`src/rtl/clock_pkg.sv`:
```
`default_nettype none
// ============================================================================
// Module   : clock_pkg
// Purpose  : Shared field offsets, BCD limits, time struct and BCD helpers
//            for the time-of-day counter.
// Revision : 1.0 - initial release
// ============================================================================
package clock_pkg;

   // Bit offsets of each two-digit field inside the packed time bus
   localparam int HH_LSB = 24;
   localparam int MM_LSB = 16;
   localparam int SS_LSB = 8;
   localparam int CC_LSB = 0;

   // Largest legal value of each field, in BCD
   localparam logic [7:0] BCD_MAX_MS  = 8'h59;
   localparam logic [7:0] BCD_MAX_CC  = 8'h99;
   localparam logic [7:0] BCD_MAX_H24 = 8'h23;
   localparam logic [7:0] BCD_MAX_H12 = 8'h12;

   typedef struct packed {
      logic [7:0] hh;
      logic [7:0] mm;
      logic [7:0] ss;
      logic [7:0] cc;
   } clock_time_t;

   // Both digits are decimal and the value does not exceed lim. Valid BCD
   // orders the same way as binary, so a plain compare is enough.
   function automatic logic bcd_valid(input logic [7:0] b, input logic [7:0] lim);
      return (b[7:4] <= 4'd9) && (b[3:0] <= 4'd9) && (b <= lim);
   endfunction

   // Two-digit BCD increment without wrap handling (caller handles the limit)
   function automatic logic [7:0] bcd_inc(input logic [7:0] b);
      if (b[3:0] == 4'd9)
         return {b[7:4] + 4'd1, 4'd0};
      else
         return {b[7:4], b[3:0] + 4'd1};
   endfunction

endpackage
`default_nettype wire

```
`src/rtl/bcd_mod_counter.sv`:
```
`default_nettype none
// ============================================================================
// Module   : bcd_mod_counter
// Purpose  : Two-digit BCD counter running MIN..MAX with load and wrap carry.
// Revision : 1.0 - initial release
// ============================================================================
module bcd_mod_counter
   import clock_pkg::*;
#(
   parameter logic [7:0] MIN = 8'h00,
   parameter logic [7:0] MAX = 8'h59
) (
   input  logic       clk,
   input  logic       rst,
   input  logic       inc,
   input  logic       load,
   input  logic [7:0] load_val,
   output logic [7:0] value,
   output logic       carry
);

   logic [7:0] r_val;

   // Carry is combinational so the whole chain ripples within one advance
   assign carry = inc && (r_val == MAX);
   assign value = r_val;

   // Load has priority over increment; increment wraps MAX back to MIN
   always_ff @(posedge clk or posedge rst) begin
      if (rst)
         r_val <= MIN;
      else if (load)
         r_val <= load_val;
      else if (inc)
         r_val <= (r_val == MAX) ? MIN : bcd_inc(r_val);
   end

endmodule
`default_nettype wire

```
`src/rtl/bcd_clock_core.sv`:
```
`default_nettype none
// ============================================================================
// Module   : bcd_clock_core
// Purpose  : HH:MM:SS:CC BCD time-of-day counter with prescaler, run/stop,
//            12/24 h mode and edge-triggered validated field loads.
// Revision : 1.0 - initial release
// ============================================================================
module bcd_clock_core
   import clock_pkg::*;
#(
   parameter int CLK_HZ    = 50_000_000,
   parameter int TICK_HZ   = 100,
   parameter int HOUR_MODE = 24
) (
   input  logic        clk,
   input  logic        rst,
   input  logic        run,
   input  logic [7:0]  time_in,
   input  logic        set_hour,
   input  logic        set_minute,
   input  logic        set_second,
   input  logic        set_mil,
   output logic [31:0] time_bcd,
   output logic        tick,
   output logic        sec_pulse,
   output logic        day_wrap,
   output logic        pm,
   output logic        set_err
);

   localparam int         DIV          = CLK_HZ / TICK_HZ;
   localparam int         PW           = (DIV > 2) ? $clog2(DIV) : 1;
   localparam logic [PW-1:0] c_PRESC_LAST = PW'(DIV - 1);
   localparam bit         c_MODE12     = (HOUR_MODE == 12);
   localparam logic [7:0] c_HH_MAX     = c_MODE12 ? BCD_MAX_H12 : BCD_MAX_H24;
   localparam logic [7:0] c_HH_RST     = c_MODE12 ? 8'h12 : 8'h00;

   generate
      if (HOUR_MODE != 24 && HOUR_MODE != 12) begin : g_bad_hour_mode
         $error("bcd_clock_core: HOUR_MODE must be 12 or 24");
      end
      if (DIV < 2 || DIV * TICK_HZ != CLK_HZ) begin : g_bad_div
         $error("bcd_clock_core: CLK_HZ must be a multiple of TICK_HZ with DIV >= 2");
      end
   endgenerate

   logic [PW-1:0] r_presc;
   logic [3:0]    r_set_s1, r_set_s2;   // {hour, minute, second, mil}
   logic [1:0]    r_arm;
   logic [7:0]    r_hh;
   logic          r_pm;
   logic          r_tick, r_sec, r_wrap, r_err;

   logic [3:0]    w_rise, w_sel;
   logic          w_load, w_valid, w_load_ok, w_load_bad, w_adv;
   logic          w_cc_carry, w_ss_carry, w_mm_carry;
   logic [7:0]    w_cc, w_ss, w_mm, w_hh_next;
   logic          w_hh_wrap, w_pm_toggle;
   clock_time_t   w_time;

   // Strobe history; r_arm marks when both history stages hold real post-reset
   // samples, so a strobe already high at reset release is not seen as an edge
   always_ff @(posedge clk or posedge rst) begin
      if (rst) begin
         r_set_s1 <= 4'b0;
         r_set_s2 <= 4'b0;
         r_arm    <= 2'b00;
      end else begin
         r_set_s1 <= {set_hour, set_minute, set_second, set_mil};
         r_set_s2 <= r_set_s1;
         r_arm    <= {r_arm[0], 1'b1};
      end
   end

   assign w_rise = r_set_s1 & ~r_set_s2 & {4{r_arm[1]}};

   // Priority select of one load and its validity check
   always_comb begin
      w_sel   = 4'b0000;
      w_valid = 1'b0;
      if (w_rise[3]) begin
         w_sel   = 4'b1000;
         w_valid = bcd_valid(time_in, c_HH_MAX) && (!c_MODE12 || time_in != 8'h00);
      end else if (w_rise[2]) begin
         w_sel   = 4'b0100;
         w_valid = bcd_valid(time_in, BCD_MAX_MS);
      end else if (w_rise[1]) begin
         w_sel   = 4'b0010;
         w_valid = bcd_valid(time_in, BCD_MAX_MS);
      end else if (w_rise[0]) begin
         w_sel   = 4'b0001;
         w_valid = bcd_valid(time_in, BCD_MAX_CC);
      end
   end

   assign w_load     = |w_rise;
   assign w_load_ok  = w_load && w_valid;
   assign w_load_bad = w_load && !w_valid;
   assign w_adv      = run && !w_load && (r_presc == c_PRESC_LAST);

   // Prescaler: cleared by a good load, frozen by a rejected load or run=0
   always_ff @(posedge clk or posedge rst) begin
      if (rst)
         r_presc <= '0;
      else if (w_load_ok)
         r_presc <= '0;
      else if (run && !w_load)
         r_presc <= (r_presc == c_PRESC_LAST) ? '0 : r_presc + 1'b1;
   end

   bcd_mod_counter #(.MIN(8'h00), .MAX(BCD_MAX_CC)) u_cc (
      .clk(clk), .rst(rst), .inc(w_adv), .load(w_load_ok && w_sel[0]),
      .load_val(time_in), .value(w_cc), .carry(w_cc_carry)
   );

   bcd_mod_counter #(.MIN(8'h00), .MAX(BCD_MAX_MS)) u_ss (
      .clk(clk), .rst(rst), .inc(w_cc_carry), .load(w_load_ok && w_sel[1]),
      .load_val(time_in), .value(w_ss), .carry(w_ss_carry)
   );

   bcd_mod_counter #(.MIN(8'h00), .MAX(BCD_MAX_MS)) u_mm (
      .clk(clk), .rst(rst), .inc(w_ss_carry), .load(w_load_ok && w_sel[2]),
      .load_val(time_in), .value(w_mm), .carry(w_mm_carry)
   );

   // Hour sequence: 00..23 in 24 h mode, 12,01..11 with pm toggle in 12 h mode
   always_comb begin
      w_hh_next   = r_hh;
      w_hh_wrap   = 1'b0;
      w_pm_toggle = 1'b0;
      if (w_mm_carry) begin
         if (c_MODE12) begin
            if (r_hh == 8'h12) begin
               w_hh_next = 8'h01;
            end else if (r_hh == 8'h11) begin
               w_hh_next   = 8'h12;
               w_pm_toggle = 1'b1;
               w_hh_wrap   = r_pm;
            end else begin
               w_hh_next = bcd_inc(r_hh);
            end
         end else if (r_hh == BCD_MAX_H24) begin
            w_hh_next = 8'h00;
            w_hh_wrap = 1'b1;
         end else begin
            w_hh_next = bcd_inc(r_hh);
         end
      end
   end

   // Hour and pm registers; an hour load leaves pm alone
   always_ff @(posedge clk or posedge rst) begin
      if (rst) begin
         r_hh <= c_HH_RST;
         r_pm <= 1'b0;
      end else begin
         if (w_load_ok && w_sel[3])
            r_hh <= time_in;
         else
            r_hh <= w_hh_next;
         if (w_pm_toggle)
            r_pm <= ~r_pm;
      end
   end

   // Status pulses, registered so no input reaches an output combinationally
   always_ff @(posedge clk or posedge rst) begin
      if (rst) begin
         r_tick <= 1'b0;
         r_sec  <= 1'b0;
         r_wrap <= 1'b0;
         r_err  <= 1'b0;
      end else begin
         r_tick <= w_adv;
         r_sec  <= w_cc_carry;
         r_wrap <= w_hh_wrap;
         r_err  <= w_load_bad;
      end
   end

   assign w_time.hh = r_hh;
   assign w_time.mm = w_mm;
   assign w_time.ss = w_ss;
   assign w_time.cc = w_cc;

   assign time_bcd[HH_LSB +: 8] = w_time.hh;
   assign time_bcd[MM_LSB +: 8] = w_time.mm;
   assign time_bcd[SS_LSB +: 8] = w_time.ss;
   assign time_bcd[CC_LSB +: 8] = w_time.cc;

   assign tick      = r_tick;
   assign sec_pulse = r_sec;
   assign day_wrap  = r_wrap;
   assign pm        = r_pm;
   assign set_err   = r_err;

endmodule
`default_nettype wire

```
`config.mk`:
```
export PLATFORM = sky130hd
export DESIGN_NAME = bcd_clock_core
export DESIGN_NICKNAME = d
export VERILOG_FILES = /design/src/rtl/clock_pkg.sv /design/src/rtl/bcd_mod_counter.sv /design/src/rtl/bcd_clock_core.sv
export SDC_FILE = /design/constraint.sdc
export NUM_CORES = 1
export LEC_CHECK = 0
export CAP_MARGIN = 5
export CELL_PAD_IN_SITES_DETAIL_PLACEMENT = 0
export CELL_PAD_IN_SITES_GLOBAL_PLACEMENT = 1
export CORE_ASPECT_RATIO = 1.1
export CORE_MARGIN = 3
export CORE_UTILIZATION = 38
export DETAILED_ROUTE_END_ITERATION = 6
export PLACE_DENSITY_LB_ADDON = 0.08
export SLEW_MARGIN = 20
export SYNTH_ARGS = -nofsm -noshare
export SYNTH_HDL_FRONTEND = slang
export SYNTH_SLANG_ARGS = --single-unit
```
`constraint.sdc`:
```
create_clock -name clk -period 2.1 [get_ports clk]
set_input_delay 0.525 -clock clk [delete_from_list [all_inputs] [get_ports clk]]
set_output_delay 0.525 -clock clk [all_outputs]
set_load 0.005 [all_outputs]
```
==> impl_metrics.env <==
export IMPL_core_area_sq_um=9490
export IMPL_cp_startpoint="u_cc.value[5]"
export IMPL_slew_headroom=0.6467
export IMPL_status="finished, violations left"
export IMPL_drv_cap=0
export IMPL_grt_usage=0.2010
export IMPL_ys_types=64
export IMPL_htree_levels=3
export IMPL_clk_latency_ps=350
export IMPL_areaGrowthSynthToFinish_pct=54.58
export IMPL_cts_sinks=65
export IMPL_synth_seq_area_share=0.4316
export IMPL_place_congestion=0.8126
export IMPL_n_antenna_cell=0
export IMPL_slew_violations=0
export IMPL_critPathCaptureType="flop"
export IMPL_dieArea_sq_um=11150
export IMPL_syn_area_sq_um=3769
export IMPL_clock_path_buffers=2
export IMPL_cts_made_buffers=9
export IMPL_finalWorstSetupSlack_ps=-173.7
export IMPL_worstMarginPinSlew_ps=528.0
export IMPL_ys_ff_latch=65
export IMPL_cp_required_ps=2370
export IMPL_dp_hpwl_um=8029
export IMPL_io_pins=52
export IMPL_async_flop_share=1.000
export IMPL_power_leakage_nw=2.611
export IMPL_max_freq_ghz=0.4398
export IMPL_min_from="r_arm[0]"
export IMPL_die_x_um=101.0
export IMPL_finalCritPeriodShare=1.083
export IMPL_grt_max_degree=37
export IMPL_routed_wl_um=10950
export IMPL_wl_per_cell_um=15.76
export IMPL_num_nets_final=603
export IMPL_dr_pass1_iters=5
export IMPL_cts_tree="built"
export IMPL_tns_ps=-958.7
export IMPL_r2r_start="u_cc.value[5]"
export IMPL_hold_path_class="flop to flop"
export IMPL_placedCellCount=663
export IMPL_synthCells=417
export IMPL_vias_per_cell=5.309
export IMPL_rsz0062_at_grt="yes"
export IMPL_violations="negative setup slack"
export IMPL_layout_common_cells="96 x buf_4, 65 x dfrtp_1, 46 x nand2_1, 42 x clkdlybuf4s50_1, 37 x nor2_1"
export IMPL_syn_nets=447
export IMPL_crit_type="flop to flop"
export IMPL_power_mw=4.269
export IMPL_drive_gt1_frac=0.3218
export IMPL_cp_max_fo=3
export IMPL_portBuffers=50
export IMPL_grt_pass1_wl_um=18020
export IMPL_die_h_um=110.4
export IMPL_grt_pass1_vias=3637
export IMPL_rows=37
export IMPL_finalHoldViolations=0
export IMPL_synth_edf_count=0
export IMPL_vias=3690
export IMPL_cts_hold_buf=0
export IMPL_critical_path_arrival_ps=2540
export IMPL_layout_cells_non_filler=695
export IMPL_grt_overflow_total=0
export IMPL_p_per_area_nw_per_um2=732.9
export IMPL_antenna_left=0
export IMPL_setup_viol=13
export IMPL_ir_drop_mv=0.4284
export IMPL_antenna_found_initial=0
export IMPL_final_util=0.6138
export IMPL_yosysWarnings=0
export IMPL_initial_core_util=0.3971
export IMPL_path_clk_slew_ps=80
export IMPL_min_period_ps=2274
export IMPL_final_common_cell="buf_4"
export IMPL_drc=0
export IMPL_fin_skew_ps=10.16
export IMPL_syn_mean_instance_area_sq_um=9.037
export IMPL_drtIter0Drc=145
export IMPL_worstSetupStartpointType="flop"
export IMPL_ctsRootBufferMaster="clkbuf_8"
export IMPL_synth_ff_type="dfrtp_1"
==> registers in the layout, indices dropped and copies added, names as in the netlist <==
signal / flops
r_set_s1: 4
u_cc.value: 8
sec_pulse: 1
r_hh: 8
set_err: 1
r_presc: 19
day_wrap: 1
u_ss.value: 8
tick: 1
r_set_s2: 4
r_arm: 2
u_mm.value: 8
==> worst paths after layout <==
kind / end / slack, ps / cells past startpoint
setup reg to reg: u_mm.value[7] / -170 / 8
min in group asynchronous: r_hh[5] / 540 / 2
hold reg to reg: r_arm[1] / 350 / 0
hold / removal: r_arm[1] / 350 / 0
max in group asynchronous: r_presc[13] / 1020 / 3
setup / recovery: u_mm.value[7] / -170 / 8
==> Yosys cell counts (all sizes together), types with 2 or more instances <==
cell / n / share of area
and4: 3 / 0.0070
dfrtp: 65 / 0.43
and3b: 2 / 0.0046
a311o: 3 / 0.0080
or3: 15 / 0.025
a22oi: 2 / 0.0040
nand4b: 2 / 0.0046
xor2: 2 / 0.0046
nand2: 50 / 0.054
nor2b: 10 / 0.017
ha: 15 / 0.050
buf: 10 / 0.016
nor4b: 3 / 0.0086
nor2: 40 / 0.041
a31oi: 13 / 0.022
nand4: 5 / 0.012
a21oi: 22 / 0.030
nand3b: 5 / 0.011
o211ai: 2 / 0.0040
o311ai: 4 / 0.011
or4: 5 / 0.010
and3: 8 / 0.013
conb: 2 / 0.0020
o31ai: 9 / 0.018
nor3: 6 / 0.0080
o21ai: 31 / 0.041
a221oi: 2 / 0.0046
o41ai: 2 / 0.0096
nor4: 3 / 0.0090
and2: 6 / 0.010
nand2b: 4 / 0.0066
nor3b: 3 / 0.0060
inv: 18 / 0.018
clkbuf: 6 / 0.0060
nand3: 22 / 0.032
mux2i: 4 / 0.011
==> repair_timing <==
item	4_1_cts	5_1_grt
setup endpoints to repair	47	38
gates cloned	1	0
buffers inserted	11	5
gates resized for setup	55	27
pin swaps	33	18
==> through the flow <==
| stage | setup WS, ps | hold slack, ps | instance area [sq um] |
|---|---|---|---|
| detailed placement | -626.2 | 337.0 | 5120 |
| CTS | -170.1 | 354.9 | 5669 |
| global placement | -590.7 | 334.9 | 5120 |
| finish | -173.7 | 352.6 | 5826 |
| floorplan | -20.59 | 331.2 | 3785 |
| global route | -237.4 | 365.1 | 5826 |
==> worst max-delay path, cell delays in order, from the launching register on <==
cell and delay (ps):
dfrtp_1 390, inv_2 80, ha_4 130, nand3b_1 140, or4b_4 610, buf_6 150
or4_4 410, mux2i_1 130, a31oi_1 150
==> layout make-up <==
class	instances	area [sq um]
Sequential cell	65	1627
Tap cell	117	146.4
Timing Repair Buffer	161	1445
Inverter	18	76.32
Clock inverter	6	115.1
Clock buffer	10	137.6
Multi-Input combinational cell	318	2278
Fill cell	797	3665
==> power breakdown <==
part,internal [mW],total [mW],switching (mW)
logic,0.733,1.31,0.581
registers,1.43,1.59,0.165
clock network,0.825,1.36,0.537
total,2.99,4.27,1.28
==> cells by family (layout without fill, tap and decap cells) <==
| kind of cell | after synthesis | in the layout | synth area share |
|---|---|---|---|
| other | 2 | 2 | 0.001993 |
| adder cells (fa/ha/maj) | 15 | 15 | 0.04980 |
| multiplexers | 4 | 4 | 0.01062 |
| AO/OA/AOI/OAI | 99 | 99 | 0.1733 |
| AND/OR/NAND/NOR | 195 | 195 | 0.2862 |
| buffers and inverters | 34 | 195 | 0.03951 |
| XOR/XNOR | 3 | 3 | 0.006973 |
| flip-flops | 65 | 65 | 0.4316 |
==> routing by layer <==
metal,GRT usage,wire length (um)
met5,0,0
met4,0.06294,189
met3,0.03853,426
met2,0.3347,5494
met1,0.2609,4840
Note: power is estimated with default switching activity, not from simulation.
